### config.mk
export PLATFORM = sky130hd
export DESIGN_NAME = branch_sequencer
export DESIGN_NICKNAME = d
export VERILOG_FILES = /design/src/rtl/branch_sequencer.sv
export SDC_FILE = /design/constraint.sdc
export NUM_CORES = 1
export LEC_CHECK = 0
export ABC_AREA = 1
export CORE_ASPECT_RATIO = 0.9
export CORE_MARGIN = 2
export CORE_UTILIZATION = 42
export DETAILED_ROUTE_END_ITERATION = 10
export PLACE_DENSITY = 0.7
export REMOVE_ABC_BUFFERS = 1
export SKIP_LAST_GASP = 1
export SLEW_MARGIN = 10
export SYNTH_ARGS = -nofsm -noshare
export SYNTH_HDL_FRONTEND = slang
export SYNTH_SLANG_ARGS = --single-unit
### constraint.sdc
create_clock -name clk -period 6.13 [get_ports clk]
set_clock_uncertainty 0.2 [all_clocks]
set_input_delay 0.613 -clock clk [delete_from_list [all_inputs] [get_ports clk]]
set_output_delay 0.613 -clock clk [all_outputs]
set_load 0.03 [all_outputs]
### src/rtl/branch_sequencer.sv
// -----------------------------------------------------------------------------
// branch_sequencer
//
// Program-counter sequencer for the ARM-subset core. Owns the architectural
// flag register and drives an external clocked Bcc condition checker to
// resolve conditional branches. One decoded instruction is accepted per cycle
// over a valid/ready handshake. Non-branches advance the PC by 4. A branch
// takes two cycles (accept + EVAL). A taken branch redirects the PC, pulses
// flush and, for BL, writes the link register.
//
// Ports:
//   clk, not_reset         clock, asynchronous active-low reset
//   stall                  back-end hold (blocks acceptance in RUN only)
//   instr_valid/ready      decode handshake
//   instr_is_branch        B/BL
//   instr_link             BL
//   instr_cond             ARM condition field
//   instr_offset           signed word offset (OFF_W bits)
//   flags_we, flags_in     ALU flag write, ordered [Z, C, N, V]
//   bcc_not_enable         active-low enable to Bcc
//   bcc_cond, bcc_flags    condition and flags presented to Bcc
//   bcc_ok                 Bcc result, valid the cycle after sampling
//   pc                     current fetch PC
//   flush                  one-cycle pulse after a taken branch
//   lr_we, lr_data         one-cycle link-register write
//   branch_cnt, taken_cnt  saturating performance counters
// -----------------------------------------------------------------------------
module branch_sequencer #(
    parameter int              PC_W     = 32,
    parameter int              OFF_W    = 24,
    parameter logic [PC_W-1:0] RESET_PC = '0,
    parameter int              CNT_W    = 16
) (
    input  logic             clk,
    input  logic             not_reset,
    input  logic             stall,
    input  logic             instr_valid,
    output logic             instr_ready,
    input  logic             instr_is_branch,
    input  logic             instr_link,
    input  logic [3:0]       instr_cond,
    input  logic [OFF_W-1:0] instr_offset,
    input  logic             flags_we,
    input  logic [3:0]       flags_in,
    output logic             bcc_not_enable,
    output logic [3:0]       bcc_cond,
    output logic [3:0]       bcc_flags,
    input  logic             bcc_ok,
    output logic [PC_W-1:0]  pc,
    output logic             flush,
    output logic             lr_we,
    output logic [PC_W-1:0]  lr_data,
    output logic [CNT_W-1:0] branch_cnt,
    output logic [CNT_W-1:0] taken_cnt
);

    typedef enum logic {
        ST_RUN  = 1'b0,
        ST_EVAL = 1'b1
    } state_t;

    localparam logic [3:0] COND_AL = 4'b1110;

    state_t             state_q, state_d;
    logic [PC_W-1:0]    pc_q, pc_d;
    logic [3:0]         flags_q;
    logic [PC_W-1:0]    target_q, target_d;
    logic [PC_W-1:0]    link_q, link_d;
    logic               link_flag_q, link_flag_d;
    logic [3:0]         cond_q, cond_d;
    logic [3:0]         bflags_q, bflags_d;
    logic               flush_q, flush_d;
    logic               lr_we_q, lr_we_d;
    logic [PC_W-1:0]    lr_data_q, lr_data_d;
    logic [CNT_W-1:0]   branch_cnt_q, branch_cnt_d;
    logic [CNT_W-1:0]   taken_cnt_q, taken_cnt_d;

    logic               accept;
    logic [3:0]         flags_eff;
    logic [PC_W-1:0]    off_ext;
    logic [PC_W-1:0]    target_calc;
    logic [PC_W-1:0]    link_calc;

    // Word offset scaled to bytes and sign-extended (or truncated) to PC_W.
    for (genvar gi = 0; gi < PC_W; gi++) begin : g_off_ext
        if (gi < 2) begin : g_zero
            assign off_ext[gi] = 1'b0;
        end else if (gi - 2 < OFF_W) begin : g_bit
            assign off_ext[gi] = instr_offset[gi-2];
        end else begin : g_sign
            assign off_ext[gi] = instr_offset[OFF_W-1];
        end
    end

    // Branch target is relative to pc + 8 (ARM pipeline view); modulo 2^PC_W.
    assign target_calc = pc_q + PC_W'(8) + off_ext;
    assign link_calc   = pc_q + PC_W'(4);

    // Same-cycle flag write is forwarded to Bcc; otherwise the stored flags.
    assign flags_eff = flags_we ? flags_in : flags_q;

    // Held low during reset so decode never sees a handshake mid-reset.
    assign instr_ready = not_reset & (state_q == ST_RUN) & ~stall;
    assign accept      = instr_valid & instr_ready;

    // Flag register: written in any state.
    always_ff @(posedge clk or negedge not_reset) begin
        if (!not_reset) begin
            flags_q <= 4'b0000;
        end else if (flags_we) begin
            flags_q <= flags_in;
        end
    end

    always_ff @(posedge clk or negedge not_reset) begin
        if (!not_reset) begin
            state_q      <= ST_RUN;
            pc_q         <= RESET_PC;
            target_q     <= '0;
            link_q       <= '0;
            link_flag_q  <= 1'b0;
            cond_q       <= COND_AL;
            bflags_q     <= 4'b0000;
            flush_q      <= 1'b0;
            lr_we_q      <= 1'b0;
            lr_data_q    <= '0;
            branch_cnt_q <= '0;
            taken_cnt_q  <= '0;
        end else begin
            state_q      <= state_d;
            pc_q         <= pc_d;
            target_q     <= target_d;
            link_q       <= link_d;
            link_flag_q  <= link_flag_d;
            cond_q       <= cond_d;
            bflags_q     <= bflags_d;
            flush_q      <= flush_d;
            lr_we_q      <= lr_we_d;
            lr_data_q    <= lr_data_d;
            branch_cnt_q <= branch_cnt_d;
            taken_cnt_q  <= taken_cnt_d;
        end
    end

    always_comb begin
        state_d        = state_q;
        pc_d           = pc_q;
        target_d       = target_q;
        link_d         = link_q;
        link_flag_d    = link_flag_q;
        cond_d         = cond_q;
        bflags_d       = bflags_q;
        flush_d        = 1'b0;
        lr_we_d        = 1'b0;
        lr_data_d      = lr_data_q;
        branch_cnt_d   = branch_cnt_q;
        taken_cnt_d    = taken_cnt_q;
        bcc_not_enable = 1'b1;
        bcc_cond       = cond_q;
        bcc_flags      = bflags_q;

        case (state_q)
            ST_RUN: begin
                if (accept) begin
                    if (instr_is_branch) begin
                        target_d       = target_calc;
                        link_d         = link_calc;
                        link_flag_d    = instr_link;
                        cond_d         = instr_cond;
                        bflags_d       = flags_eff;
                        // Bcc samples these on the accept edge.
                        bcc_not_enable = 1'b0;
                        bcc_cond       = instr_cond;
                        bcc_flags      = flags_eff;
                        state_d        = ST_EVAL;
                    end else begin
                        pc_d = link_calc;
                    end
                end
            end

            ST_EVAL: begin
                // Inputs held stable; a flag write here only touches flags_q.
                bcc_not_enable = 1'b0;
                branch_cnt_d   = (&branch_cnt_q) ? branch_cnt_q
                                                 : branch_cnt_q + CNT_W'(1);
                if (bcc_ok) begin
                    pc_d        = target_q;
                    flush_d     = 1'b1;
                    taken_cnt_d = (&taken_cnt_q) ? taken_cnt_q
                                                 : taken_cnt_q + CNT_W'(1);
                    if (link_flag_q) begin
                        lr_we_d   = 1'b1;
                        lr_data_d = link_q;
                    end
                end else begin
                    pc_d = link_q;
                end
                state_d = ST_RUN;
            end

            default: begin
                state_d = ST_RUN;
            end
        endcase
    end

    assign pc         = pc_q;
    assign flush      = flush_q;
    assign lr_we      = lr_we_q;
    assign lr_data    = lr_data_q;
    assign branch_cnt = branch_cnt_q;
    assign taken_cnt  = taken_cnt_q;

endmodule

Word-level counts from Yosys, hierarchy flattened. Cells that the tools add are included.

Output and inout port bits: 108. Register bits after elaboration: 176. Bits of input ports: 40.

Bitwise logic cells: 7. Reduce and logical (&&, ||, !) cells: 7. Eq/ne operators: 2. Muxes and demuxes: 22. Add/subtract/negate cells: 5.

Operators by type and width (number): 32-bit 2-to-1 mux (3); 32-bit one-hot mux with 2 select lines (1); 16-bit by 1-bit adder with 16-bit output, second input constant (2); 32-bit by 3-bit adder with 32-bit output, second input constant (1); 32-bit adder (1); 32-bit by 4-bit adder with 32-bit output, second input constant (1); 16-bit AND reduction (2); 4-bit 2-to-1 mux (7); 1-bit 2-to-1 mux (9); 3-bit AND reduction (3); 2-bit != test, second input constant (2); 1-bit NOT (4); 1-bit one-hot mux with 2 select lines (2); 2-bit AND reduction (2); 1-bit bitwise AND (3).

Depth between registers and ports, before layout.
Word-level depth: 6. Depth in mapped cells: 16. Depth with buffers taken out: 16.

Least setup slack after synthesis. Ideal clock, no wire load.

Path kind: input to output. Start: input not_reset. End: output bcc_cond[1]. Required time: 5.317 ns. Stages on the path: 8. Arrival: 1.935 ns. Setup slack: 3.382 ns. Cells stage by stage: nand2_1 -> nor2_2 -> nand3_1 -> inv_2 -> buf_4 -> buf_2 -> nand2_1 -> nand2_1.

Cells in the longest elaborated chain, start to end: 5.

RTL lines: start, declared (line 35) `input logic not_reset,`; 1-bit bitwise AND (2 in series) (line 103) `assign instr_ready = not_reset & (state_q == ST_RUN) & ~stall;`; net instr_ready (line 38) `output logic instr_ready,`; 1-bit bitwise AND (line 104) `assign accept = instr_valid & instr_ready;`; 4-bit 2-to-1 mux (line 164) `if (accept) begin`; 4-bit 2-to-1 mux; end, declared (line 46) `output logic [3:0] bcc_cond,`.

The timed path passes the listed nets, and every way through them passes these cells.

Final worst setup path.
Start: input not_reset. End: output bcc_cond[0].

Cells in the longest elaborated chain, start to end: 5.

RTL lines (line): 1-bit bitwise AND (2 in series) (103); 1-bit bitwise AND (104); 4-bit 2-to-1 mux (164); 4-bit 2-to-1 mux.

No other way between the ends.

==> key figures <==
Yosys
  – Xor and xnor area share after synthesis: 4.080%
  – Yosys warns: 0
  – Mean Syn Cell Area: 7.184 um^2
  – Count leader, synth: nand2_1
  – Largest family of logic cells by synthesized area: simple AND/OR/NAND/NOR gates
  – Post-synthesis mux area share: 0.4197%
  – Dominant cell type by area after synthesis: dfrtp_1
  – Adder and majority gate portion of the synthesized area: 7.181%
  – Synth Area in Compound Gates: 9.559%
  – Synth area leaders: dfrtp_1 40%, nand2_1 18%, ha_1 7.0%
  – Synth Flop Type: dfrtp_1
  – Sequential share of the synthesized area: 40.60%
  – Cell count after synthesis: 1,494
  – Post-synth EDFFs: 0
  – Synth cell count leaders: 522 x nand2_1, 181 x inv_1, 171 x dfrtp_1
  – Yosys reg bits: 174
  – Yosys cell types: 41
  – Post-synth top area share: 39.87%
  – Post-synthesis simple-gate area fraction: 29.88%
  – Mapped Area: 10,730 um^2
  – Async set-or-reset flop fraction in the synthesized netlist: 100.0%

Floorplan
  – Die height: 155.7 um
  – Core area: 25,120 um^2
  – Starting Density: 42.73%
  – FP Rows: 55
  – Die Wd: 172.5 um
  – Die footprint: 26,850 um^2
  – # IOs: 148

Clocking
  – Clock Latency Late Sink: 0.43 ns
  – # Post-CTS Setup Buffers: 0
  – Post-CTS sizing: 0
  – Root buffer cell: clkbuf_16
  – CTS max path bufs: 2
  – Num CTS Buffers: 17
  – Cts hold-fix bufs: 0
  – Worst-path clk slew: 0.07 ns
  – Htree depth: 4
  – TritonCTS sink count: 174
  – TritonCTS clock tree: yes

Worst hold path
  – Worst Hold Class: input port to async pin

Place
  – Routability cong.: 0.9218
  – Hpwl dp: 22,480 um
  – IO Port Bufs: 147
  – Cells after DPL: 1,949

Worst setup path
  – Path depth of the worst reg2reg path: 16
  – Crit end category: output pin
  – FF-to-FF setup slack: 3.15 ns
  – Crit path DAT: 3.03 ns
  – Startpoint type of the worst setup path: input port
  – Worst-path maximum fanout: 70
  – Crit path kind: input port to output pin
  – Reg-to-reg critical path startpoint: pc[3]
  – FF-to-FF End: target_q[31]
  – Critical path data required time: 5.32 ns

Power and ir drop
  – P per Cell Area: 418.6 nW/um^2
  – P_leak: 0.006611 uW
  – Worst vdd ir: 0.0001923 V

Final layout
  – # fillers: 2,444
  – Register Area: 4358 um^2
  – Synth-to-Final Area Change: 22.34%
  – Non-filler cells in the finished layout: 1,981
  – Final nets: 1,727
  – Antenna cells: 0
  – Area of the multi-input gates: 5492 um^2
  – Share of post-route cells with drive strength above 1: 3.844%

Timing
  – Tmin final: 3.841 ns
  – Final period util: 62.66%
  – Fin. max-slew vios: 0
  – Setup TNS: 0 ns
  – Fmax: 0.2604 GHz
  – Slew @ Worst Pin: 1.081 ns
  – Slew Limit Headroom: 27.47%
  – Worst Hold Margin: -0.008849 ns
  – Final hold violation count: 9
  – RSZ-0062 raised after global routing: false
  – Final setup vio count: 0

Routing
  – DRC violations left: 0
  – Post-DRT Antenna Nets: 0
  – Drt initial violations: 775
  – Detailed-route wire length: 29,970 um
  – WL per Instance: 15.13 um
  – Routed vias/inst: 5.071
  – DR vias: 10,045
  – Total iterations of the first detailed-routing run: 5

Global routing
  – Largest net degree at the start of global routing: 76
  – First-pass GRT wire length: 48,740 um
  – Vias in the first global route: 9,641
  – Total grt overflow: 0
  – All-Layer GR Usage: 22.61%
  – Initial antenna violation count: 0

Flow run
  – Max-cap violations: 0

Outcome
  – Outcome: complete, but fails checks
  – Failing checks: hold timing
-- per-layer routing --
metal / share of wire (%) / up-vias / track usage [%]
li1: - / 5008 / -
met1: 47 / 4661 / 31.52
met2: 45 / 324 / 36.34
met3: 5.5 / 52 / 3.119
met4: 2.5 / 0 / 7.692
met5: 0 / - / 0
-- layout make-up --
cell class / count / share of cell area, %
multi-input cells: 1093 / 41.82
repair buffers: 154 / 11.62
well taps: 342 / 3.259
inverters: 186 / 5.317
clock buffers: 19 / 3.450
clock inverters: 13 / 1.344
flip-flops and latches: 174 / 33.19
-- state kept, by name, summed over array words and instances, names as in the netlist --
| signal | flops |
|---|---|
| bflags_q | 4 |
| branch_cnt | 16 |
| cond_q | 4 |
| flags_q | 4 |
| flush | 1 |
| link_flag_q | 1 |
| link_q | 30 |
| lr_data | 32 |
| lr_we | 1 |
| pc | 32 |
| state_q | 1 |
| taken_cnt | 16 |
| target_q | 32 |
-- logic make-up after synthesis --
kind of cell,after synthesis
XOR/XNOR,50
buffers and inverters,227
adder cells (fa/ha/maj),61
AND/OR/NAND/NOR,780
multiplexers,4
flip-flops,174
AO/OA/AOI/OAI,198
-- power breakdown --
group	internal [uW]	switching [uW]
registers	1490	380
logic	929	1540
clock network	674	482
total	3090	2410
-- worst max path at each step --
stage	start	to	slack, ns	depth (start not counted)
floorplan	state_q	bcc_flags[0]	1.33	7
global placement	not_reset	bcc_cond[2]	2.32	8
detailed placement	not_reset	bcc_cond[0]	2.23	8
CTS	not_reset	bcc_cond[0]	2.22	8
global route	not_reset	bcc_flags[2]	1.94	8
finish	not_reset	bcc_cond[0]	2.29	8
-- through the flow --
| stage | util, % | total power [uW] | setup slack (ns) | cell area [um^2] | hold slack (ns) |
|---|---|---|---|---|---|
| 2_1_floorplan | - | 3407 | 1.334 | 10540 | 0.1174 |
| 6_report | 52.27 | 5497 | 2.289 | 13130 | -0.008849 |
| 3_5_place_dp | 49.77 | 4331 | 2.228 | 12500 | 0.2580 |
| 5_1_grt | 52.27 | 5895 | 1.942 | 13130 | 0.03048 |
| 3_3_place_gp | 49.77 | 4282 | 2.316 | 12500 | 0.2538 |
| 4_1_cts | 52.27 | 5504 | 2.221 | 13130 | 0.007827 |
-- worst max-delay path, cell delays in order --
cell and delay [ns]:
buf_6 0.48, nand2_1 0.14, nor2_2 0.16, nand3_2 0.42, inv_2 0.35, nand2_1 0.08, nand2_1 0.09, clkdlybuf4s50_1 0.67
-- placed cells by master, fill, tap and decap left out, types with 3 or more instances in the layout --
cell type        Yosys  layout
inv_2                3       3
clkbuf_16            0      17
inv_1              181     181
dfrtp_1            171     171
buf_4                4       7
nor2_1             122     122
ha_1                60      60
a211oi_1             3       3
nor3_1              23      23
dfstp_2              3       3
nor2_4               3       3
nand3_2              2       3
nand3_1             71      70
bufinv_16            0       3
inv_6                0       3
o21ai_0            108     108
o21ai_1             16      16
nand3b_1            11      11
mux2_2               4       4
nand2_1            522     522
a31oi_1              5       5
xnor2_1             18      18
xor2_1              32      32
clkdlybuf4s50_1      0     146
a21oi_1             58      58
nand4_1             17      17
Note: power is estimated with default switching activity, not from simulation.
